File: config.mk
export PLATFORM = sky130hd
export DESIGN_NAME = bcd_7seg_scan
export DESIGN_NICKNAME = d
export VERILOG_FILES = /design/src/rtl/bcd_7seg_scan.sv
export SDC_FILE = /design/constraint.sdc
export NUM_CORES = 1
export LEC_CHECK = 0
export CAP_MARGIN = 20
export CELL_PAD_IN_SITES_DETAIL_PLACEMENT = 1
export CELL_PAD_IN_SITES_GLOBAL_PLACEMENT = 1
export CORE_ASPECT_RATIO = 0.8
export CORE_MARGIN = 10
export CORE_UTILIZATION = 43
export CTS_BUF_LIST = sky130_fd_sc_hd__clkbuf_8
export DETAILED_ROUTE_END_ITERATION = 6
export PLACE_DENSITY = 0.83
export SLEW_MARGIN = 20
export SYNTH_ARGS = -nofsm -noshare
export SYNTH_HDL_FRONTEND = slang
export SYNTH_SLANG_ARGS = --single-unit
File: constraint.sdc
create_clock -name clk_i -period 4.8 [get_ports clk_i]
set_clock_uncertainty 0.05 [all_clocks]
set_input_delay 0.72 -clock clk_i [delete_from_list [all_inputs] [get_ports clk_i]]
set_output_delay 0.72 -clock clk_i [all_outputs]
set_load 0.02 [all_outputs]
File: src/rtl/bcd_7seg_scan.sv
// Two-digit multiplexed 7-segment driver for a packed-BCD count.
// Snapshots the count once per frame so a digit pair never tears.
module bcd_7seg_scan #(
  parameter int SCAN_DIV       = 4,
  parameter bit BLANK_LEADING  = 1'b1,
  parameter bit SEG_ACTIVE_LOW = 1'b0
) (
  input  logic       clk_i,
  input  logic       reset_n_i,
  input  logic [7:0] count_i,
  output logic [6:0] seg_o,
  output logic [1:0] an_o,
  output logic       err_o
);

  localparam int DIV_W = (SCAN_DIV > 1) ? $clog2(SCAN_DIV) : 1;
  localparam logic [DIV_W-1:0] DIV_LAST = DIV_W'(SCAN_DIV - 1);

  typedef enum logic [1:0] {IDLE, ONES, TENS} state_e;

  state_e           state_q, state_d;
  logic [DIV_W-1:0] div_q, div_d;
  logic [7:0]       snap_q, snap_d;
  logic             err_q, err_d;
  logic             capture;
  logic [6:0]       segRaw;

  function automatic logic [6:0] decode(input logic [3:0] nib);
    case (nib)
      4'd0:    decode = 7'h7E;
      4'd1:    decode = 7'h30;
      4'd2:    decode = 7'h6D;
      4'd3:    decode = 7'h79;
      4'd4:    decode = 7'h33;
      4'd5:    decode = 7'h5B;
      4'd6:    decode = 7'h5F;
      4'd7:    decode = 7'h70;
      4'd8:    decode = 7'h7F;
      4'd9:    decode = 7'h7B;
      default: decode = 7'h4F;
    endcase
  endfunction

  function automatic logic isBad(input logic [7:0] v);
    isBad = (v[7:4] > 4'd9) || (v[3:0] > 4'd9);
  endfunction

  always_ff @(posedge clk_i) begin
    if (!reset_n_i) begin
      state_q <= IDLE;
      div_q   <= '0;
      snap_q  <= 8'h00;
      err_q   <= 1'b0;
    end else begin
      state_q <= state_d;
      div_q   <= div_d;
      snap_q  <= snap_d;
      err_q   <= err_d;
    end
  end

  // Captures happen only on leaving IDLE and at the TENS->ONES frame boundary.
  always_comb begin
    state_d = state_q;
    div_d   = div_q;
    snap_d  = snap_q;
    err_d   = err_q;
    capture = 1'b0;
    case (state_q)
      IDLE: begin
        state_d = ONES;
        div_d   = '0;
        capture = 1'b1;
      end
      ONES: begin
        if (div_q == DIV_LAST) begin
          div_d   = '0;
          state_d = TENS;
        end else begin
          div_d = div_q + DIV_W'(1);
        end
      end
      TENS: begin
        if (div_q == DIV_LAST) begin
          div_d   = '0;
          state_d = ONES;
          capture = 1'b1;
        end else begin
          div_d = div_q + DIV_W'(1);
        end
      end
      default: state_d = IDLE;
    endcase
    if (capture) begin
      snap_d = count_i;
      err_d  = err_q | isBad(count_i);
    end
  end

  // Blanked leading tens still occupies its full slot.
  always_comb begin
    an_o   = 2'b00;
    segRaw = 7'h00;
    case (state_q)
      ONES: begin
        an_o   = 2'b01;
        segRaw = decode(snap_q[3:0]);
      end
      TENS: begin
        if (!(BLANK_LEADING && (snap_q[7:4] == 4'd0))) begin
          an_o   = 2'b10;
          segRaw = decode(snap_q[7:4]);
        end
      end
      default: ;
    endcase
    seg_o = SEG_ACTIVE_LOW ? ~segRaw : segRaw;
    err_o = err_q;
  end

endmodule

==> results of run 1 <==
-- path summary, 6_finish.rpt --
path / endpoint / slack [ps] / cells past startpoint
min: err_o / 420 / 1
max reg2reg: flop / 2190 / 8
min reg2reg: err_o / 420 / 1
max: seg_o[2] / 1610 / 6
-- cells in the mapped netlist, types with 2 or more instances --
cell type   n
dfxtp_1    27
nand2_1    19
ha_1       18
nor2b_1    12
inv_1      11
a22oi_1    10
o21ai_0     7
a21oi_1     6
nor2_1      5
and2_1      4
clkbuf_1    3
mux2_2      3
mux2i_1     3
a211o_1     2
a21o_1      2
o21a_1      2
-- worst max-delay path, cell delays in order (launching register included) --
cell	delay, ps
dfxtp_1	350
inv_1	110
ha_1	330
o41a_1	410
a22oi_1	130
nor2b_1	180
clkdlybuf4s50_1	630
-- where the power goes --
group | switching (uW) | internal [uW]
logic | 79.2 | 65.1
registers | 12.0 | 253
clock network | 69.1 | 57.4
total | 160 | 376
-- kinds of logic after synthesis --
logic type	after synthesis
adder cells (fa/ha/maj)	18
multiplexers	8
AO/OA/AOI/OAI	39
AND/OR/NAND/NOR	43
buffers and inverters	18
flip-flops	27
-- cell type report --
cell class                 count  area, um2  area share
clock buffer                   3       41.3      0.0244
clock inverter                 1       3.75     0.00222
inverter                      12       45.0      0.0267
multi-input combinational    108        818       0.484
sequential                    27        541       0.320
tap                           40       50.0      0.0296
timing repair buffer          19        190       0.113
-- layout by cell type (no fill, tap or decap), types with 2 or more instances in the layout --
cell type and n:
a211o_1 2, nor2_1 5, nor2b_1 12, and2_1 4, o21ai_0 7, a22oi_1 10
mux2i_1 3, a21o_1 2, o21a_1 2, clkbuf_8 3, ha_1 18, nand2_1 19
dfxtp_1 27, mux2_2 3, a21oi_1 6, clkdlybuf4s50_1 19, inv_1 12
-- stage by stage --
step	instance area (um2)	worst slack [ps]	instances
2_1_floorplan	1440	2390	153
3_3_place_gp	1640	1960	206
3_5_place_dp	1640	1890	206
4_1_cts	1690	1600	210
5_1_grt	1690	1370	210
6_report	1690	1610	210
-- routing by layer --
| metal | share of wire | GRT usage | up-vias |
|---|---|---|---|
| li1 | - | - | 553 |
| met1 | 0.43 | 0.131 | 526 |
| met2 | 0.51 | 0.217 | 15 |
| met3 | 0.048 | 0.0407 | 2 |
| met4 | 0.0041 | 0.0164 | 0 |
| met5 | 0 | 0 | - |
==> metrics.md, run 1 <==
| Metric | Value |
|---|---|
| Setup Buffers After CTS | 0 |
| Largest net degree at the start of global routing | 23 |
| Num CTS Buffers | 3 |
| Worst VDD drop | 0.232 mV |
| Post-Route WL | 3.45 mm |
| Syn Std Cell Area | 1440 um2 |
| Crit path kind | reg2out |
| Tot Pwr | 536 uW |
| Area fraction in and, or, nand and nor cells after synthesis | 0.147 |
| EDFF count, synth | 0 |
| CP Data Required Time | 4030 ps |
| Nets@finish | 199 |
| Max Slew Vio Count | 0 |
| Syn nets | 181 |
| Synth async-reset ratio | 0 |
| Final setup vio count | 0 |
| R2r startpoint | state_q[0] |
| RePlAce Congestion | 0.771 |
| Final count of hold timing violations | 0 |
| Status | complete, no violations |
| Register area share after synthesis | 0.376 |
| Clock transition at path regs | 90 ps |
| CTS tree | built |
| Core area | 3150 um2 |
| Yosys reg bits | 27 |
| Leading area contributor after synthesis | dfxtp_1 |
| Drt via density | 5.22 |
| Worst-Skew Late Latency | 270 ps |
| Quantity of I/O buffers inserted on ports | 19 |
| Die area | 6070 um2 |
| CP endpoint kind | output pin |
| Vias | 1,096 |
| Vias in the first global route | 1,248 |
| Achievable Freq | 313 MHz |
| Initial antenna violation count | 0 |
| CP Max Fanout | 8 |
| Detailed placement HPWL | 2.74 mm |
| RSZ-0062 raised after global routing | no |
| Die X | 84.7 um |
| Cells after Synth | 153 |
| Floorplan row count | 18 |
| Worst Hold Slack | 425 ps |
| Synth Flop Type | dfxtp_1 |
| GR Overflow Total | 0 |
| Fin crit share | 0.665 |
| Remaining design rule violation count | 0 |
| Area growth syn-to-layout | 17.4% |
| PwrDens | 317 nW/um2 |
| Multiplexer area fraction after synthesis | 0.0643 |
| Setup TNS | 0 ps |
| Hold buffers post-CTS | 0 |
| Core Util, Final | 0.536 |
| Largest family of logic cells by synthesized area | compound AO/OA/AOI/OAI gates |
| Post-route antenna net violation count | 0 |
| Hold crit path type | reg2reg |
| Worst hold start | err_o |
| CTS H-tree lvls | 1 |
| Global Route Usage Sum | 0.118 |
| Clk sink count | 27 |
| DR WL/cell | 16.4 um |
| Post-Synth Adder-Cell Area | 0.157 |
| LEAKAGE | 0.000714 uW |
| Synth Area in Compound Gates | 0.201 |
| Clock root buffer | clkbuf_8 |
| Crit path from | state_q[0] |
| Worst setup SP type | flop |
| XOR/XNOR Fraction of Synth Area | 0 |
| Layout cells sized above 1 | 0.0765 |
| Final min period | 3190 ps |
| Bufs on Longest Clock Path | 2 |
| Cells resized by post-CTS repair | 0 |
| Worst-Margin Slew | 687 ps |
| Initial core utilization | 0.456 |
| N_diodes | 0 |
| Tightest slew margin relative to the limit | 0.541 |
| Die Span Y | 71.7 um |
| Synth top area share | 0.376 |
| Fillers | 368 |
| Max cap viols | 0 |
| Critical path arrival | 2420 ps |
| Yosys cell types | 35 |
| First-pass GRT wire length | 6.00 mm |
| Syn_area_per_cell | 9.40 um2 |
| IO Count | 20 |
| Detailed Route Iter0 Violations | 59 |
| Synth area leaders | dfxtp_1, ha_1, a22oi_1 |
| Yosys warnings | 0 |
| Pre-antenna DRT Iters | 4 |
Note: power is estimated with default switching activity, not from simulation.
==> run 2, diff against run 1 <==
Clock period 4.8 ns to 3.13 ns, I/O delays scaled along.
==> run 2 against run 1 <==
Effect of this change: sequential share of layout area decreased by 0.35 points; register-to-register slack worse by 1600 ps; critical path depth up 1; total power increased by 54%; sequential power up 54%; non-clock buffer count increased by 2; combinational power up 52%; worst hold slack better by 24 ps; largest cell class unchanged; cell area grew 1.1%; via count is 3.6% higher; utilization rose by 0.60 points; count of clock-buffer cells in the layout stayed put.
==> metrics.md, run 2 (synthesized netlist as in run 1, its figures left out) <==
| Metric | Value |
|---|---|
| Die area | 6070 um2 |
| Tightest slew margin relative to the limit | 0.602 |
| Remaining design rule violation count | 0 |
| LEAKAGE | 0.000719 uW |
| Num CTS Buffers | 3 |
| Detailed placement HPWL | 2.70 mm |
| Achievable Freq | 356 MHz |
| Vias | 1,135 |
| Quantity of I/O buffers inserted on ports | 19 |
| Nets@finish | 201 |
| Core area | 3150 um2 |
| Initial core utilization | 0.456 |
| Worst-Margin Slew | 596 ps |
| Floorplan row count | 18 |
| Final setup vio count | 0 |
| Vias in the first global route | 1,216 |
| Crit path kind | reg2out |
| Initial antenna violation count | 0 |
| Die X | 84.7 um |
| Detailed Route Iter0 Violations | 63 |
| Worst setup SP type | flop |
| RSZ-0062 raised after global routing | no |
| Max Slew Vio Count | 0 |
| Bufs on Longest Clock Path | 2 |
| CP Max Fanout | 7 |
| Worst hold start | err_o |
| Largest net degree at the start of global routing | 20 |
| Critical Path, Cell by Cell | inv_1 -> ha_1 -> o41a_1 -> buf_4 -> a22oi_1 -> nor2b_1 -> clkdlybuf4s50_1 |
| DR WL/cell | 15.9 um |
| Post-route antenna net violation count | 0 |
| Reg power frac | 0.494 |
| Most frequent cells in the layout | dfxtp_1, nand2_1, clkdlybuf4s50_1 |
| Post-Route WL | 3.38 mm |
| N_diodes | 0 |
| Worst Hold Slack | 449 ps |
| Commonest non-fill, non-tap cell in the layout | dfxtp_1 |
| Clock root buffer | clkbuf_8 |
| CP Data Required Time | 2610 ps |
| Worst-Skew Late Latency | 270 ps |
| Drt via density | 5.35 |
| Clock share of power | 0.241 |
| Crit path from | state_q[0] |
| CTS tree | built |
| Critical path arrival | 2290 ps |
| Clock transition at path regs | 90 ps |
| Combinational share of power | 0.265 |
| Pre-antenna DRT Iters | 4 |
| Final min period | 2810 ps |
| RePlAce Congestion | 0.748 |
| Fin crit share | 0.898 |
| Internal | 579 uW |
| Slowest CP cell | clkdlybuf4s50_1 |
| Delay of the slowest critical-path stage | 620 ps |
| Max cap viols | 0 |
| Clk sink count | 27 |
| Psw | 247 uW |
| CP endpoint kind | output pin |
| Non-filler cells, final | 212 |
| PwrDens | 484 nW/um2 |
| GR Overflow Total | 0 |
| Area growth syn-to-layout | 18.7% |
| Layout cells sized above 1 | 0.0930 |
| Hold buffers post-CTS | 0 |
| Placed Cells | 207 |
| IO Count | 20 |
| First-pass GRT wire length | 5.75 mm |
| Sw Ratio | 0.299 |
| Final count of hold timing violations | 0 |
| Setup TNS | 0 ps |
| R2R Setup Slk | 570 ps |
| Status | complete, no violations |
| Worst VDD drop | 0.307 mV |
| Die Span Y | 71.7 um |
| Hold crit path type | reg2reg |
| CTS H-tree lvls | 1 |
| Global Route Usage Sum | 0.114 |
| R2r startpoint | state_q[0] |
## run 2: per-layer routing
layer / up-vias / share of wire / track usage
li1: 560 / - / -
met1: 548 / 0.43 / 0.128
met2: 21 / 0.49 / 0.192
met3: 6 / 0.067 / 0.0497
met4: 0 / 0.016 / 0.0310
met5: - / 0 / 0
## run 2: repair_timing
item                       CTS  global route
setup endpoints to repair    0             1
gates resized for setup      0             0
buffers inserted             0             1
## run 2: area by class of cell
class | instances | area (um2)
fillers | 382 | 1450
clock inverters | 1 | 7.51
repair buffers | 21 | 205
well taps | 40 | 50.0
flip-flops and latches | 27 | 541
clock buffers | 3 | 41.3
inverters | 12 | 45.0
multi-input cells | 108 | 818
## run 2: critical path: cells and delay by family, from the launching register on
family	cells	cell delay, ps
buffers and inverters	3	900
DFF	1	360
adders and majority gates	1	310
AOI/OAI and AO/OA	2	290
and+or+nand+nor	1	160
## run 2: power groups by stage
stage,Combinational [uW],Clock (uW),Sequential [uW]
after floorplan,156,0,411
after global placement,210,0,415
after detailed placement,220,0,417
after CTS,222,208,409
after global routing,247,224,413
final,219,199,408
## run 2: path summary, 6_finish.rpt
check,end,cells after the start
max,seg_o[2],7
min,err_o,1
max reg2reg,flop,8
min reg2reg,err_o,1
## run 2: metrics by stage
| stage | util | power (uW) | instance area (um2) | setup WS [ps] |
|---|---|---|---|---|
| 6_report | 0.542 | 826 | 1710 | 319 |
| 3_3_place_gp | 0.524 | 625 | 1650 | 608 |
| 3_5_place_dp | 0.524 | 637 | 1650 | 488 |
| 2_1_floorplan | - | 567 | 1440 | 972 |
| 4_1_cts | 0.539 | 838 | 1700 | 144 |
| 5_1_grt | 0.542 | 884 | 1710 | 176 |
